### config.mk
export PLATFORM = sky130hd
export DESIGN_NAME = combo_lock_n
export DESIGN_NICKNAME = d
export VERILOG_FILES = /design/src/rtl/combo_lock_n.sv
export SDC_FILE = /design/constraint.sdc
export NUM_CORES = 1
export LEC_CHECK = 0
export ABC_AREA = 1
export BUFFER_PORTS_ARGS = -buffer_cell sky130_fd_sc_hd__clkbuf_2
export CAP_MARGIN = 20
export CORE_MARGIN = 2
export CORE_UTILIZATION = 42
export CTS_CLUSTER_SIZE = 30
export DETAILED_ROUTE_END_ITERATION = 16
export HOLD_SLACK_MARGIN = 0.1
export PLACE_DENSITY = 0.65
export SLEW_MARGIN = 10
export SYNTH_ARGS = -nofsm -noshare
export SYNTH_HDL_FRONTEND = slang
export SYNTH_SLANG_ARGS = --single-unit
### constraint.sdc
create_clock -name clk -period 5.2 [get_ports clk]
set_clock_uncertainty 0.2 [all_clocks]
set_input_delay 0.52 -clock clk [delete_from_list [all_inputs] [get_ports clk]]
set_output_delay 0.52 -clock clk [all_outputs]
set_load 0.05 [all_outputs]
### src/rtl/combo_lock_n.sv
// Parametrised keypad combination lock: synchronises the raw key strobe,
// accepts one key event per press, checks an N-symbol code with programming and lockout.
module combo_lock_n #(
  parameter int unsigned               CODE_LEN       = 4,
  parameter logic [4*CODE_LEN-1:0]     DEFAULT_CODE   = 16'h123A,
  parameter int unsigned               MAX_FAIL       = 3,
  parameter int unsigned               LOCKOUT_CYCLES = 50_000_000
) (
  input  logic                               clk,
  input  logic                               rst,
  input  logic                               key_validn,
  input  logic [3:0]                         key_code,
  output logic [4*CODE_LEN-1:0]              entered,
  output logic [$clog2(CODE_LEN+1)-1:0]      count,
  output logic                               unlocked,
  output logic                               prog_mode,
  output logic                               lockout,
  output logic [$clog2(MAX_FAIL+1)-1:0]      fail_cnt
);

  localparam int unsigned W  = 4 * CODE_LEN;
  localparam int unsigned CW = $clog2(CODE_LEN + 1);
  localparam int unsigned FW = $clog2(MAX_FAIL + 1);
  localparam int unsigned TW = (LOCKOUT_CYCLES > 1) ? $clog2(LOCKOUT_CYCLES) : 1;

  localparam logic [CW-1:0] FULL       = CW'(CODE_LEN);
  localparam logic [FW-1:0] LIMIT      = FW'(MAX_FAIL);
  localparam logic [TW-1:0] TIMER_LOAD = TW'(LOCKOUT_CYCLES - 1);

  localparam logic [3:0] KEY_PROG  = 4'hD;
  localparam logic [3:0] KEY_ENTER = 4'hE;
  localparam logic [3:0] KEY_CLEAR = 4'hF;

  typedef enum logic [1:0] {
    ST_LOCKED,
    ST_OPEN,
    ST_PROG,
    ST_LOCKOUT
  } state_t;

  state_t        state_q, state_d;
  logic          validn_s1_q, validn_s1_d;
  logic          validn_s2_q, validn_s2_d;
  logic          prev_q, prev_d;
  logic          arm_q, arm_d;
  logic [3:0]    code_s1_q, code_s1_d;
  logic [3:0]    code_s2_q, code_s2_d;
  logic [W-1:0]  code_q, code_d;
  logic [W-1:0]  entered_q, entered_d;
  logic [CW-1:0] count_q, count_d;
  logic [FW-1:0] fail_q, fail_d;
  logic [TW-1:0] timer_q, timer_d;

  logic          key_evt;
  logic          is_sym;
  logic [W-1:0]  entered_app;

  always_ff @(posedge clk) begin
    if (rst) begin
      state_q     <= ST_LOCKED;
      validn_s1_q <= 1'b1;
      validn_s2_q <= 1'b1;
      prev_q      <= 1'b1;
      arm_q       <= 1'b0;
      code_s1_q   <= '0;
      code_s2_q   <= '0;
      code_q      <= DEFAULT_CODE;
      entered_q   <= '0;
      count_q     <= '0;
      fail_q      <= '0;
      timer_q     <= '0;
    end else begin
      state_q     <= state_d;
      validn_s1_q <= validn_s1_d;
      validn_s2_q <= validn_s2_d;
      prev_q      <= prev_d;
      arm_q       <= arm_d;
      code_s1_q   <= code_s1_d;
      code_s2_q   <= code_s2_d;
      code_q      <= code_d;
      entered_q   <= entered_d;
      count_q     <= count_d;
      fail_q      <= fail_d;
      timer_q     <= timer_d;
    end
  end

  always_comb begin
    validn_s1_d = key_validn;
    validn_s2_d = validn_s1_q;
    code_s1_d   = key_code;
    code_s2_d   = code_s1_q;
    prev_d      = validn_s2_q;
    // Presses first seen during lockout never arm, so a key held across the exit is dropped.
    arm_d       = prev_q & ~validn_s2_q & (state_q != ST_LOCKOUT);

    key_evt     = arm_q & ~validn_s2_q;
    is_sym      = (code_s2_q <= 4'hC);
    entered_app = (entered_q << 4) | W'(code_s2_q);

    state_d   = state_q;
    code_d    = code_q;
    entered_d = entered_q;
    count_d   = count_q;
    fail_d    = fail_q;
    timer_d   = timer_q;

    case (state_q)
      ST_LOCKED: begin
        if (key_evt) begin
          if (is_sym) begin
            if (count_q != FULL) begin
              entered_d = entered_app;
              count_d   = count_q + 1'b1;
            end
          end else if (code_s2_q == KEY_CLEAR) begin
            entered_d = '0;
            count_d   = '0;
          end else if (code_s2_q == KEY_ENTER) begin
            entered_d = '0;
            count_d   = '0;
            if ((count_q == FULL) && (entered_q == code_q)) begin
              state_d = ST_OPEN;
              fail_d  = '0;
            end else if (fail_q + 1'b1 >= LIMIT) begin
              fail_d  = LIMIT;
              state_d = ST_LOCKOUT;
              timer_d = TIMER_LOAD;
            end else begin
              fail_d = fail_q + 1'b1;
            end
          end
        end
      end

      ST_OPEN: begin
        if (key_evt) begin
          if (code_s2_q == KEY_ENTER) begin
            state_d   = ST_LOCKED;
            entered_d = '0;
            count_d   = '0;
          end else if (code_s2_q == KEY_PROG) begin
            state_d   = ST_PROG;
            entered_d = '0;
            count_d   = '0;
          end
        end
      end

      ST_PROG: begin
        if (key_evt) begin
          if (is_sym) begin
            if (count_q != FULL) begin
              entered_d = entered_app;
              count_d   = count_q + 1'b1;
            end
          end else if (code_s2_q == KEY_CLEAR) begin
            entered_d = '0;
            count_d   = '0;
          end else if (code_s2_q == KEY_ENTER) begin
            if (count_q == FULL) begin
              code_d    = entered_q;
              entered_d = '0;
              count_d   = '0;
              state_d   = ST_OPEN;
            end
          end else begin
            entered_d = '0;
            count_d   = '0;
            state_d   = ST_OPEN;
          end
        end
      end

      ST_LOCKOUT: begin
        if (timer_q == '0) begin
          state_d = ST_LOCKED;
          fail_d  = '0;
        end else begin
          timer_d = timer_q - 1'b1;
        end
      end

      default: state_d = ST_LOCKED;
    endcase
  end

  assign entered   = entered_q;
  assign count     = count_q;
  assign unlocked  = (state_q == ST_OPEN);
  assign prog_mode = (state_q == ST_PROG);
  assign lockout   = (state_q == ST_LOCKOUT);
  assign fail_cnt  = fail_q;

endmodule

==> results of run 1 <==
## metal layers
layer	vias to the layer above	wire, µm	global-route usage (%)
met5	-	0	0
met4	0	121	6.77
met3	11	419	4.45
met2	69	3940	27.5
met1	1660	4380	24.2
li1	1993	-	-
## cell usage after synthesis (all sizes together)
| master | number | area share, % |
|---|---|---|
| ha | 5 | 1.6 |
| dfxtp | 77 | 38 |
| xor2 | 2 | 0.44 |
| nor3 | 4 | 0.78 |
| nor2 | 107 | 11 |
| or2 | 12 | 1.9 |
| o31ai | 1 | 0.19 |
| clkbuf | 7 | 0.65 |
| and2 | 1 | 0.16 |
| nand3 | 63 | 7.8 |
| o211ai | 2 | 0.37 |
| inv | 67 | 6.2 |
| buf | 13 | 2.0 |
| nand4 | 6 | 0.93 |
| a211oi | 5 | 0.93 |
| o21ai | 30 | 4.0 |
| nand2 | 157 | 15 |
| clkinv | 1 | 0.093 |
| xnor2 | 11 | 2.4 |
| o21bai | 1 | 0.19 |
| and3 | 1 | 0.16 |
| a21oi | 39 | 4.8 |
## sequential cells by signal, summed over array words and instances (netlist names)
| name | cells |
|---|---|
| validn_s1_q | 1 |
| entered | 16 |
| count | 3 |
| code_s2_q | 4 |
| prev_q | 1 |
| prev_d | 1 |
| code_s1_q | 4 |
| arm_q | 1 |
| fail_cnt | 2 |
| state_q | 2 |
| code_q | 16 |
| timer_q | 26 |
## power breakdown
| part | switching [mW] | leakage, nW | total, mW | internal (mW) |
|---|---|---|---|---|
| Sequential | 0.00293 | 0.623 | 0.597 | 0.594 |
| Clock | 0.246 | 0.110 | 0.491 | 0.244 |
| Combinational | 0.0200 | 1.46 | 0.0276 | 0.00761 |
| Total | 0.269 | 2.19 | 1.12 | 0.846 |
## final timing paths
check	endpoint	slack, ns	cells past startpoint
setup / recovery	lockout	2.33	3
hold / removal	code_s1_q[3]	0.14	3
setup reg to reg	timer_q[13]	2.51	7
hold reg to reg	code_s2_q[1]	0.21	2
## placed cells by master (no fill, tap or decap), types with 5 or more instances in the layout
cell and instances:
sky130_fd_sc_hd__xnor2_1 11, sky130_fd_sc_hd__clkbuf_8 10, sky130_fd_sc_hd__o21ai_0 22, sky130_fd_sc_hd__nand2_1 153
sky130_fd_sc_hd__nor2_2 5, sky130_fd_sc_hd__or2_2 12, sky130_fd_sc_hd__inv_1 61, sky130_fd_sc_hd__nand3_1 63
sky130_fd_sc_hd__a211oi_1 5, sky130_fd_sc_hd__a21oi_1 39, sky130_fd_sc_hd__inv_2 6, sky130_fd_sc_hd__o21ai_1 7
sky130_fd_sc_hd__dfxtp_1 77, sky130_fd_sc_hd__ha_1 5, sky130_fd_sc_hd__nand4_1 6, sky130_fd_sc_hd__clkbuf_2 30
sky130_fd_sc_hd__nor2_1 99
## stage by stage
stage	power, mW	setup slack, ns	utilization (%)	instances	hold WS, ns
2_1_floorplan	0.631	2.84	-	612	0.188
3_3_place_gp	0.638	2.67	45.7	752	0.191
3_5_place_dp	0.639	2.56	45.7	752	0.195
4_1_cts	1.13	2.34	48.0	768	0.126
5_1_grt	1.16	2.19	48.0	768	0.125
6_report	1.12	2.33	48.0	768	0.136
## cell families (layout without fill, tap and decap cells)
logic type / after synthesis / in the layout / share of synthesized area, %
fa+ha+maj: 5 / 5 / 1.55
buf+inv: 88 / 115 / 8.98
xor+xnor: 13 / 13 / 2.83
simple gates: 351 / 351 / 37.8
compound gates: 78 / 78 / 10.5
flops: 77 / 77 / 38.3
## critical path: stages, from the launching register on
cell and delay, ns:
sky130_fd_sc_hd__dfxtp_1 0.44, sky130_fd_sc_hd__nand2_1 0.32, sky130_fd_sc_hd__inv_1 0.63, sky130_fd_sc_hd__clkbuf_2 0.40
## final cells by class
type                            instances  area [µm²]
Sequential cell                        77        1540
Clock buffer                           10         138
Multi-Input combinational cell        447        2120
Clock inverter                          6        76.3
Fill cell                             992        4830
Tap cell                              129         161
Inverter                               68         255
Timing Repair Buffer                   31         158
==> results.yml, run 1 <==
worst_setup_path:
  worst_setup_path_end_kind: "output pin"
  setup.worst_path.class: "flop to output pin"
  critical_path_peak_fanout: 20
  worst_ep_required_time_ns: 4.48
  worst-endpoint-arrival_ns: 2.15
  critical_r2r_launch: "state_q[0]"
  worst_setup_path_startpoint: "state_q[0]"
  cp-start-kind: "flop"
sta:
  worstMarginPinSlew_ns: 0.692
  min_clock_period_post_route_ns: 2.87
  max-slew-margin-rel_pct: 53.8
  rsz0062_at_grt: "no"
  clock.fmax_mhz: 348
  timing_hold_violations_final: 0
  finalSetupViolCount: 0
  tns_ns: 0
  final.period_utilization_pct: 55.3
  final-max-slew-violation-count: 0
clock_tree:
  clock_latency_ns: 0.37
  cts_tree: "yes"
  path_clk_slew_ns: 0.09
  number_of_setup_buffers_added_after_cts: 0
  clock_tree.root_cell: "sky130_fd_sc_hd__clkbuf_8"
  tritoncts.num_buffers: 9
  cts-hold-fix-buffers: 0
  cts_max_path_buffers: 2
  number_of_sinks_driven_by_the_clock_tree: 77
  cts_resized: 0
  cts_htree_levels: 3
die:
  boundaryPins: 31
  die_height_um: 102
  dieArea_um2: 10400
  core_um2: 9280
  die-width_um: 102
  effective_utilization_at_floorplan_pct: 43.4
  row_count: 35
route:
  post_drt_wl_per_cell_um: 11.5
  detail_route.first_pass.iterations: 4
  drt_total_wl_mm: 8.86
  detail_route.iter0.violations: 157
  drtAntennaViolNets: 0
  detailed_route_via_count: 3733
  avgViaCountPerCell: 4.86
  route.detailed.drc: 0
logic_synthesis:
  yosys_register_bits: 77
  seq_area_frac_synth_pct: 38.3
  postSynthCellCount: 612
  synth-warning-count: 0
  number_of_distinct_library_cells_after_synthesis: 32
  synth_area_per_cell_um2: 6.58
  synth_fp_nets: 624
  synth_area_um2: 4030
cells_and_area:
  final_cell_area_um2: 4450
  drive_above_1_share_pct: 12.4
  num_antenna_cells: 0
  finish.net_count: 646
  layout-area-overhead-vs-synth_pct: 10.6
global_route:
  first_pass_grt_wire_length_mm: 15.0
  globalRouteTotalUtil_pct: 17.8
  grt_pass1_vias: 3302
  grt.overflow.total: 0
  grt_antenna_before_repair: 0
  pin_count_of_the_biggest_net_entering_global_routing: 51
power:
  total_leakage_power_nw: 2.19
  max-vdd-ir-drop_uv: 132
  power_per_cell_area_nw_per_um2: 250
placement:
  place.gp.congestion: 0.853
  place_area_um2: 4240
  portBuffers: 30
  dpl.hpwl_mm: 6.00
flow_run:
  max_cap_viol_count: 0
hold_path:
  holdCritPathClass: "primary input to flop"
  holdCritStartpoint: "key_code[3]"
outcome:
  outcome: "finished, final reports clean"
Note: power is estimated with default switching activity, not from simulation.
==> run 2, diff against run 1 <==
==> constraint.sdc (replaced) <==
create_clock -name clk -period 3.01 [get_ports clk]
set_clock_uncertainty 0.2 [all_clocks]
set_input_delay 0.301 -clock clk [delete_from_list [all_inputs] [get_ports clk]]
set_output_delay 0.301 -clock clk [all_outputs]
set_load 0.05 [all_outputs]
==> run 2 against run 1 <==
Die area is the same. First-iteration DRC count decreased by 17%. Highest routed layer unchanged. Hold slack improved by 0.069 ns. Largest cell class unchanged. Final cell count grew 1.0%. Register-to-register slack worse by 1.9 ns. Global-route usage increased by 0.19 points. Setup slack got worse by 1.8 ns.
==> results.yml, run 2 (synthesis results as in run 1) <==
route:
  detail_route.iter0.violations: 130
  avgViaCountPerCell: 4.86
  detail_route.first_pass.iterations: 4
  drt_total_wl_mm: 8.95
  route.detailed.drc: 0
  drtAntennaViolNets: 0
  post_drt_wl_per_cell_um: 11.5
  detailed_route_via_count: 3769
die:
  effective_utilization_at_floorplan_pct: 43.4
  die-width_um: 102
  boundaryPins: 31
  dieArea_um2: 10400
  core_um2: 9280
  row_count: 35
  die_height_um: 102
clock_tree:
  cts_htree_levels: 3
  tritoncts.num_buffers: 9
  path_clk_slew_ns: 0.09
  clock_tree.root_cell: "sky130_fd_sc_hd__clkbuf_8"
  cts_resized: 0
  number_of_sinks_driven_by_the_clock_tree: 77
  cts_tree: "yes"
  number_of_setup_buffers_added_after_cts: 0
  cts_max_path_buffers: 2
  clock_latency_ns: 0.35
global_route:
  first_pass_grt_wire_length_mm: 15.2
  grt.overflow.total: 0
  globalRouteTotalUtil_pct: 18.0
  grt_pass1_vias: 3435
  pin_count_of_the_biggest_net_entering_global_routing: 50
  grt_antenna_before_repair: 0
cells_and_area:
  layout-area-overhead-vs-synth_pct: 11.7
  most-common-layout-cells: "sky130_fd_sc_hd__nand2_1 (153), sky130_fd_sc_hd__nor2_1 (99), sky130_fd_sc_hd__dfxtp_1 (77), sky130_fd_sc_hd__nand3_1 (63), sky130_fd_sc_hd__inv_1 (61)"
  num_antenna_cells: 0
  largest-register: "timer_q"
  num-fill-cells: 969
  final_cell_area_um2: 4500
  finish.net_count: 654
  drive_above_1_share_pct: 12.5
  largest_reg_flops: 26
  layout.core_utilization_pct: 48.4
  mostFrequentLayoutCell: "sky130_fd_sc_hd__nand2_1"
sta:
  timing.final.ws_setup_ns: 0.567
  final.period_utilization_pct: 81.2
  finalSetupViolCount: 0
  min_clock_period_post_route_ns: 2.44
  rsz0062_at_grt: "no"
  worstMarginPinSlew_ns: 0.523
  tns_ns: 0
  clock.fmax_mhz: 409
  max-slew-margin-rel_pct: 65.1
  timing_hold_violations_final: 0
  final-max-slew-violation-count: 0
placement:
  portBuffers: 30
  dpl.hpwl_mm: 6.12
  place_area_um2: 4260
  preCtsSetupSlack_ns: 0.663
  place.gp.congestion: 0.844
worst_setup_path:
  critical_path_peak_fanout: 19
  worst_setup_path_startpoint: "state_q[0]"
  worst_ep_required_time_ns: 2.51
  worst_setup_path_end_kind: "output pin"
  cp-start-kind: "flop"
  timing.reg2reg.worst_path_depth: 14
  worst-endpoint-arrival_ns: 1.94
  critical_r2r_launch: "count[0]"
  setup.worst_path.class: "flop to output pin"
power:
  totalPowerFinal_mw: 1.82
  total_leakage_power_nw: 2.21
  power_per_cell_area_nw_per_um2: 404
  max-vdd-ir-drop_uv: 244
hold_path:
  holdCritStartpoint: "code_s1_q[3]"
  holdCritPathClass: "flop to flop"
  worstHoldPathCells: 2
outcome:
  outcome: "finished, final reports clean"
flow_run:
  max_cap_viol_count: 0
[run 2: cell count changes in the layout (fill, tap and decap cells not counted), sizes merged]
| cell | change |
|---|---|
| clkbuf | +1 |
| buf | +3 |
| inv | -3 |
| clkinv | +3 |
| bufinv | -1 |
| dlygate4sd3 | +5 |
[run 2: repair_timing]
| action | 4_1_cts | 5_1_grt |
|---|---|---|
| endpoints found under the setup margin | 0 | 0 |
| hold buffers | 5 | 0 |
| hold endpoints to repair | 5 | 0 |
[run 2: path summary, 6_finish.rpt]
kind | endpoint | slack, ns
worst max-delay path | lockout | 0.57
worst max register to register | timer_q[5] | 0.62
worst min-delay path | code_s2_q[3] | 0.20
worst min register to register | code_s2_q[3] | 0.20
[run 2: stage by stage]
stage,cells,hold WS [ns]
2_1_floorplan,612,0.188
3_3_place_gp,755,0.192
3_5_place_dp,755,0.194
4_1_cts,776,0.207
5_1_grt,776,0.229
6_report,776,0.204
[run 2: power breakdown]
| group | total, mW | leakage, nW | internal [mW] | switching, mW |
|---|---|---|---|---|
| Sequential | 1.03 | 0.623 | 1.03 | 0.00518 |
| Clock | 0.734 | 0.0941 | 0.331 | 0.403 |
| Combinational | 0.0528 | 1.49 | 0.0174 | 0.0354 |
| Total | 1.82 | 2.21 | 1.37 | 0.443 |
[run 2: per-layer routing]
| metal | part of all wire [%] | global-route usage [%] |
|---|---|---|
| met1 | 50 | 23.5 |
| met5 | 0 | 0 |
| met2 | 46 | 29.6 |
| met4 | 1.0 | 6.05 |
| met3 | 3.7 | 4.17 |
[run 2: area by class of cell]
class | instances | area [µm²] | share of cell area, %
clock buffers | 11 | 141 | 3.14
clock inverters | 5 | 43.8 | 0.974
inverters | 68 | 255 | 5.68
multi-input cells | 447 | 2120 | 47.2
flip-flops and latches | 77 | 1540 | 34.3
well taps | 129 | 161 | 3.59
repair buffers | 39 | 230 | 5.12
[run 2: worst max-delay path: stages (launching register included)]
cell and delay [ns]:
sky130_fd_sc_hd__dfxtp_1 0.44, sky130_fd_sc_hd__nand2_1 0.36, sky130_fd_sc_hd__inv_1 0.19, sky130_fd_sc_hd__buf_4 0.28, sky130_fd_sc_hd__clkbuf_2 0.32
